--- src/rtl/trace_uart_bridge.sv ---
// trace_uart_bridge: buffers the trace byte stream in a FIFO and feeds it to
// the UART transmitter. Lost bytes are reported in-band as a MARKER/count
// pair, and data bytes equal to MARKER are escaped as MARKER/00.
//
// Handshake: a byte is offered to the UART by a one-cycle tx_strobe with
// tx_byte already valid; the UART acknowledges by raising tx_busy and signals
// completion by dropping it. tx_byte is held until the next strobe.
module trace_uart_bridge #(
    parameter int         DEPTH   = 16,
    parameter int         AW      = 4,
    parameter int         HIWATER = 12,
    parameter logic [7:0] MARKER  = 8'hA5
) (
    input  logic          clk,
    input  logic          nRst,
    input  logic          in_valid,
    input  logic [7:0]    in_byte,
    input  logic          tx_busy,
    output logic          tx_strobe,
    output logic [7:0]    tx_byte,
    output logic [AW:0]   fill,
    output logic          cts,
    output logic          ovf,
    output logic          drops_pending
);

    localparam logic [AW:0] FULL_LVL = (AW + 1)'(DEPTH);
    localparam logic [AW:0] HI_LVL   = (AW + 1)'(HIWATER);
    localparam logic [AW:0] PTR_ONE  = (AW + 1)'(1);

    typedef enum logic [1:0] {IDLE, ACK, DONE, SECOND} state_t;
    state_t state, nextState;

    logic [8:0]  mem [DEPTH];
    logic [AW:0] wrPtr, rdPtr, occ, occNext;
    logic        full, empty, slotFree, doWrite, doPop;
    logic [8:0]  wrData, head;
    logic [7:0]  dropCnt, dropCntInc, dropCntNow;
    logic        secondPending;
    logic [7:0]  secondByte;
    logic        loadFirst, loadSecond;

    assign occ        = wrPtr - rdPtr;
    assign full       = (occ == FULL_LVL);
    assign empty      = (occ == '0);
    assign head       = mem[rdPtr[AW-1:0]];
    assign slotFree   = !full || doPop;
    assign dropCntInc = (dropCnt == 8'hFF) ? 8'hFF : dropCnt + 8'd1;
    // Count as it stands this cycle, including a byte lost right now.
    assign dropCntNow = in_valid ? dropCntInc : dropCnt;
    assign occNext    = occ + {{AW{1'b0}}, doWrite} - {{AW{1'b0}}, doPop};

    // Write selection: a pending drop record always goes in before new data.
    always_comb begin
        doWrite = 1'b0;
        wrData  = {1'b0, in_byte};
        if (drops_pending) begin
            if (slotFree) begin
                doWrite = 1'b1;
                wrData  = {1'b1, dropCntNow};
            end
        end else if (in_valid && slotFree) begin
            doWrite = 1'b1;
        end
    end

    // FIFO storage; contents need no reset since the pointers define validity.
    always_ff @(posedge clk) begin
        if (doWrite) begin
            mem[wrPtr[AW-1:0]] <= wrData;
        end
    end

    // Pointers plus registered occupancy and flow-control status.
    always_ff @(posedge clk or negedge nRst) begin
        if (!nRst) begin
            wrPtr <= '0;
            rdPtr <= '0;
            fill  <= '0;
            cts   <= 1'b1;
        end else begin
            if (doWrite) wrPtr <= wrPtr + PTR_ONE;
            if (doPop)   rdPtr <= rdPtr + PTR_ONE;
            fill <= occNext;
            cts  <= (occNext < HI_LVL);
        end
    end

    // Drop accounting: count lost bytes until a slot frees for the record.
    always_ff @(posedge clk or negedge nRst) begin
        if (!nRst) begin
            dropCnt       <= '0;
            drops_pending <= 1'b0;
            ovf           <= 1'b0;
        end else if (drops_pending) begin
            if (slotFree) begin
                dropCnt       <= '0;
                drops_pending <= 1'b0;
            end else if (in_valid) begin
                dropCnt <= dropCntInc;
            end
        end else if (in_valid && !slotFree) begin
            dropCnt       <= 8'd1;
            drops_pending <= 1'b1;
            ovf           <= 1'b1;
        end
    end

    // FSM state register.
    always_ff @(posedge clk or negedge nRst) begin
        if (!nRst) state <= IDLE;
        else       state <= nextState;
    end

    // FSM next-state logic; pops happen only from IDLE so pairs stay together.
    always_comb begin
        nextState = state;
        case (state)
            IDLE:    if (!empty && !tx_busy) nextState = ACK;
            ACK:     if (tx_busy) nextState = DONE;
            DONE:    if (!tx_busy) nextState = secondPending ? SECOND : IDLE;
            SECOND:  nextState = ACK;
            default: nextState = IDLE;
        endcase
    end

    // FSM output decode: which byte (first or second) is loaded this cycle.
    always_comb begin
        loadFirst  = (state == IDLE) && !empty && !tx_busy;
        loadSecond = (state == SECOND);
        doPop      = loadFirst;
    end

    // Transmit register: strobe follows a load by one cycle, byte held after.
    always_ff @(posedge clk or negedge nRst) begin
        if (!nRst) begin
            tx_strobe     <= 1'b0;
            tx_byte       <= '0;
            secondPending <= 1'b0;
            secondByte    <= '0;
        end else begin
            tx_strobe <= loadFirst || loadSecond;
            if (loadFirst) begin
                if (head[8]) begin
                    tx_byte       <= MARKER;
                    secondByte    <= head[7:0];
                    secondPending <= 1'b1;
                end else if (head[7:0] == MARKER) begin
                    tx_byte       <= MARKER;
                    secondByte    <= 8'h00;
                    secondPending <= 1'b1;
                end else begin
                    tx_byte       <= head[7:0];
                    secondPending <= 1'b0;
                end
            end else if (loadSecond) begin
                tx_byte       <= secondByte;
                secondPending <= 1'b0;
            end
        end
    end

endmodule

--- config.mk ---
export PLATFORM = sky130hd
export DESIGN_NAME = trace_uart_bridge
export DESIGN_NICKNAME = d
export VERILOG_FILES = /design/src/rtl/trace_uart_bridge.sv
export SDC_FILE = /design/constraint.sdc
export NUM_CORES = 1
export LEC_CHECK = 0
export CAP_MARGIN = 5
export CORE_ASPECT_RATIO = 1.1
export CORE_UTILIZATION = 61
export CTS_CLUSTER_DIAMETER = 100
export DETAILED_ROUTE_END_ITERATION = 10
export GPL_TIMING_DRIVEN = 0
export HOLD_SLACK_MARGIN = 0.06
export PLACE_DENSITY = 0.78
export SLEW_MARGIN = 20
export SYNTH_ARGS = -nofsm -noshare
export SYNTH_HDL_FRONTEND = slang
export SYNTH_SLANG_ARGS = --single-unit
export TNS_END_PERCENT = 10
--- constraint.sdc ---
create_clock -name clk -period 5.6 [get_ports clk]
set_input_delay 0.84 -clock clk [delete_from_list [all_inputs] [get_ports clk]]
set_output_delay 0.84 -clock clk [all_outputs]
set_load 0.03 [all_outputs]
==> results of run 1 <==
[worst max path at each step]
| stage | to | slack (ps) | depth (start not counted) |
|---|---|---|---|
| after floorplan | cts | 1220 | 24 |
| after global placement | mem[15][2] | -150 | 12 |
| after detailed placement | cts | -40 | 24 |
| after CTS | cts | 410 | 23 |
| after global routing | cts | 40 | 20 |
| final | cts | 410 | 20 |
[layer usage]
metal,up-vias,track usage,part of all wire,routed length (microns)
li1,2101,-,-,-
met1,2387,0.340,0.41,6810
met2,133,0.427,0.52,8690
met3,24,0.0477,0.052,867
met4,0,0.0983,0.016,265
met5,-,0,0,0
[registers in the layout, summed over array words and instances (netlist names), 2 cells and up]
register    count
mem           144
dropCnt         8
secondByte      8
tx_byte         8
fill            5
rdPtr           5
wrPtr           5
state           2
[power groups by stage]
stage                     combinational [mW]  clock, mW  sequential, mW
final                                   2.36       1.14            1.98
after global routing                    2.58       1.20            2.00
after CTS                               2.37       1.15            1.98
after detailed placement                2.36          0            2.01
after global placement                  2.27          0            1.99
after floorplan                         1.62          0            2.08
[layout make-up]
type	instances	area (sq um)
Timing Repair Buffer	32	323
Fill cell	832	3810
Tap cell	184	230
Sequential cell	190	5480
Buffer	19	111
Inverter	23	86.3
Clock inverter	14	126
Multi-Input combinational cell	282	2680
Clock buffer	18	429
[worst reg2reg max path, stage by stage, from the launching register on]
cell and delay [ps]:
dfrtp_1 320, clkbuf_1 360, clkinv_1 410, ha_1 440
nor2b_1 150, o21a_1 210, nor3_1 600, o31a_1 210
clkbuf_1 370, buf_1 460, ha_1 330, inv_1 50
ha_1 150, inv_1 50, fa_1 400, inv_1 70
a21oi_1 60, nor2_1 90, nor2_1 60, xnor3_1 190
a21oi_1 130
[cells by family (layout without fill, tap and decap cells)]
family,count (synthesis),in the layout,synth area share
simple gates,106,106,0.0670
xor+xnor,17,17,0.0195
flops,190,190,0.657
mux,63,63,0.136
fa+ha+maj,22,22,0.0348
compound gates,74,74,0.0611
buf+inv,43,106,0.0242
[cell usage in the layout, fill, tap and decap left out, types with 12 or more instances in the layout]
master,instances
clkbuf_1,12
nand3_1,12
mux4_2,31
dfrtp_1,45
clkdlybuf4s50_1,27
ha_1,20
clkbuf_16,17
a21oi_1,21
inv_1,22
mux2_2,14
mux2i_1,12
edfxtp_1,144
nand2_1,32
nor2_1,18
and2_1,17
[stage by stage]
step	cells	setup TNS (ps)	setup WS, ps	utilization
floorplan	515	0	1220	-
detailed placement	731	-44.4	-44.4	0.671
global placement	727	-1430	-152	0.666
global route	762	0	43.1	0.713
finish	762	0	409	0.713
CTS	762	0	405	0.712
[timing repair]
action / in CTS / in global routing
resized for setup: 0 / 1
hold endpoints to repair: 0 / 0
gates cloned: 0 / 0
hold buffers: 0 / 0
setup endpoints to repair: 2 / 1
==> flow_summary_export.csv, run 1 <==
group,metric,value,unit
outcome,status,"finished clean",
worst_setup_path,critPathLaunchType,"register",
drt,vias_per_cell,6.10,
worst_setup_path,critPathMaxFanout,10,
drt,routed_wl,16600,microns
grt,grt_max_degree,25,
pwr,p_switching,2.02,mW
timing,fin_hold_ws,400,ps
worst_setup_path,required,5970,ps
yosys,ys_top_cells_by_area,"edfxtp_1 (52%), dfrtp_1 (14%), mux4_2 (8.4%)",
worst_setup_path,cp_top_family,"buffers and inverters",
placed_design,placed_area,8900,sq um
placed_design,place.port_buffers,28,
pwr,p_per_area,579,nW/um^2
clocking,clk_latency,440,ps
finish,nNetsFinal,599,
grt,grt_usage,0.257,
drt,drt_iter0_markers,327,
timing,finalCritPeriodShare,0.927,
pwr,comb_power_share,0.431,
worst_setup_path,r2r_start,"rdPtr[2]",
timing,rsz0062_at_grt,"no",
clocking,clock_path_buffers,2,
yosys,ys_seq_area_frac,0.657,
clocking,path_clk_slew,70,ps
timing,finClkSkew,6.81,ps
grt,antenna_found_initial,0,
finish,area_growth,13.6,%
worst_setup_path,arrival,5560,ps
yosys,synth_largest_area_cell,"edfxtp_1",
drt,wl_per_cell,21.8,microns
pwr,clkPwrFrac,0.208,
timing,drv_slew,0,
timing,worstMarginPinSlew,814,ps
pwr,power.total,5.48,mW
worst_setup_path,crit_path_max_incr_delay,600,ps
worst_setup_path,rr_endpoint,"cts",
finish,n_antenna_cell,0,
finish,layout-drive-gt1-share,0.171,
clocking,cts_setup_buffers,0,
run,drv_cap,0,
pwr,power.internal,3.46,mW
clocking,htree_num_levels,4,
drt,drtAntennaViolNets,0,
timing,hold_violations,0,
placed_design,hpwl,11300,microns
worst_setup_path,crit_chain,"clkbuf_1 > clkinv_1 > ha_1 > nor2b_1 > o21a_1 > nor3_1 > o31a_1 > clkbuf_1 > buf_1 > ha_1 > inv_1 > ha_1 > inv_1 > fa_1 > inv_1 > a21oi_1 > nor2_1 > nor2_1 > xnor3_1 > a21oi_1",
grt,grt_pass1_wl,25900,microns
yosys,synth_cell_type_count,60,
drt,vias,4645,
yosys,yosysTopAreaCellShare,0.519,
floorplan,start_util,0.628,
yosys,ys_warn_count,0,
yosys,synth_edf_count,144,
yosys,yosysMostFrequentCell,"edfxtp_1",
finish,finalInstanceArea,9460,sq um
grt,grt-ovfl-total,0,
worst_hold_path,min_path_type,"in2async",
drt,dr.pass1.iters,5,
yosys,synthFlopType,"edfxtp_1",
pwr,cellLeakagePower,3.43,nW
yosys,synthTopCellsByCount,"edfxtp_1 (144), dfrtp_1 (45), nand2_1 (32)",
clocking,clock-root-buffer,"clkbuf_16",
floorplan,fp.dieH,125,microns
pwr,seq_power_share,0.361,
floorplan,die_x,113,microns
worst_setup_path,path_buf_inv,7,
placed_design,place.gp.congestion,0.878,
worst_setup_path,r2r_cells,20,
pwr,peakVddDrop,0.395,mV
yosys,netlist_area,8330,sq um
timing,period_minus_slack,5190,ps
yosys,synthCells,515,
clocking,cts_tree,"done",
yosys,syn_avg_cell_area,16.2,sq um
drt,route.detailed.drc,0,
yosys,synth_nets,549,
timing,setup_viol,0,
floorplan,ioPinCount,29,
floorplan,rows,44,
grt,grt_pass1_vias,4705,
worst_setup_path,crit_start,"rdPtr[2]",
clocking,cts_num_sinks,190,
floorplan,die_area,14100,sq um
worst_setup_path,end_kind,"register",
yosys,ys_ff_latch,190,
yosys,synth-async-reset-ratio,0.242,
worst_setup_path,reg2reg_slack,410,ps
worst_setup_path,slowest_stage,"nor3_1",
clocking,cts_made_buffers,17,
floorplan,core-area,13300,sq um
timing,fmax,193,MHz
pwr,switching_share,0.369,
worst_setup_path,crit_type,"reg2reg",
timing,max_slew_margin,0.457,
Power figures use the tool's default switching activity.
==> run 2: changes to the inputs <==
- CAP_MARGIN: 5 -> unset
==> results of run 2 <==
No change in the layout: final DEF, timing and power equal those of run 1.
==> run 3: changes to the inputs <==
- CTS_CLUSTER_DIAMETER: 100 -> unset
==> results of run 3 <==
No change in the layout: final DEF, timing and power equal those of run 1.
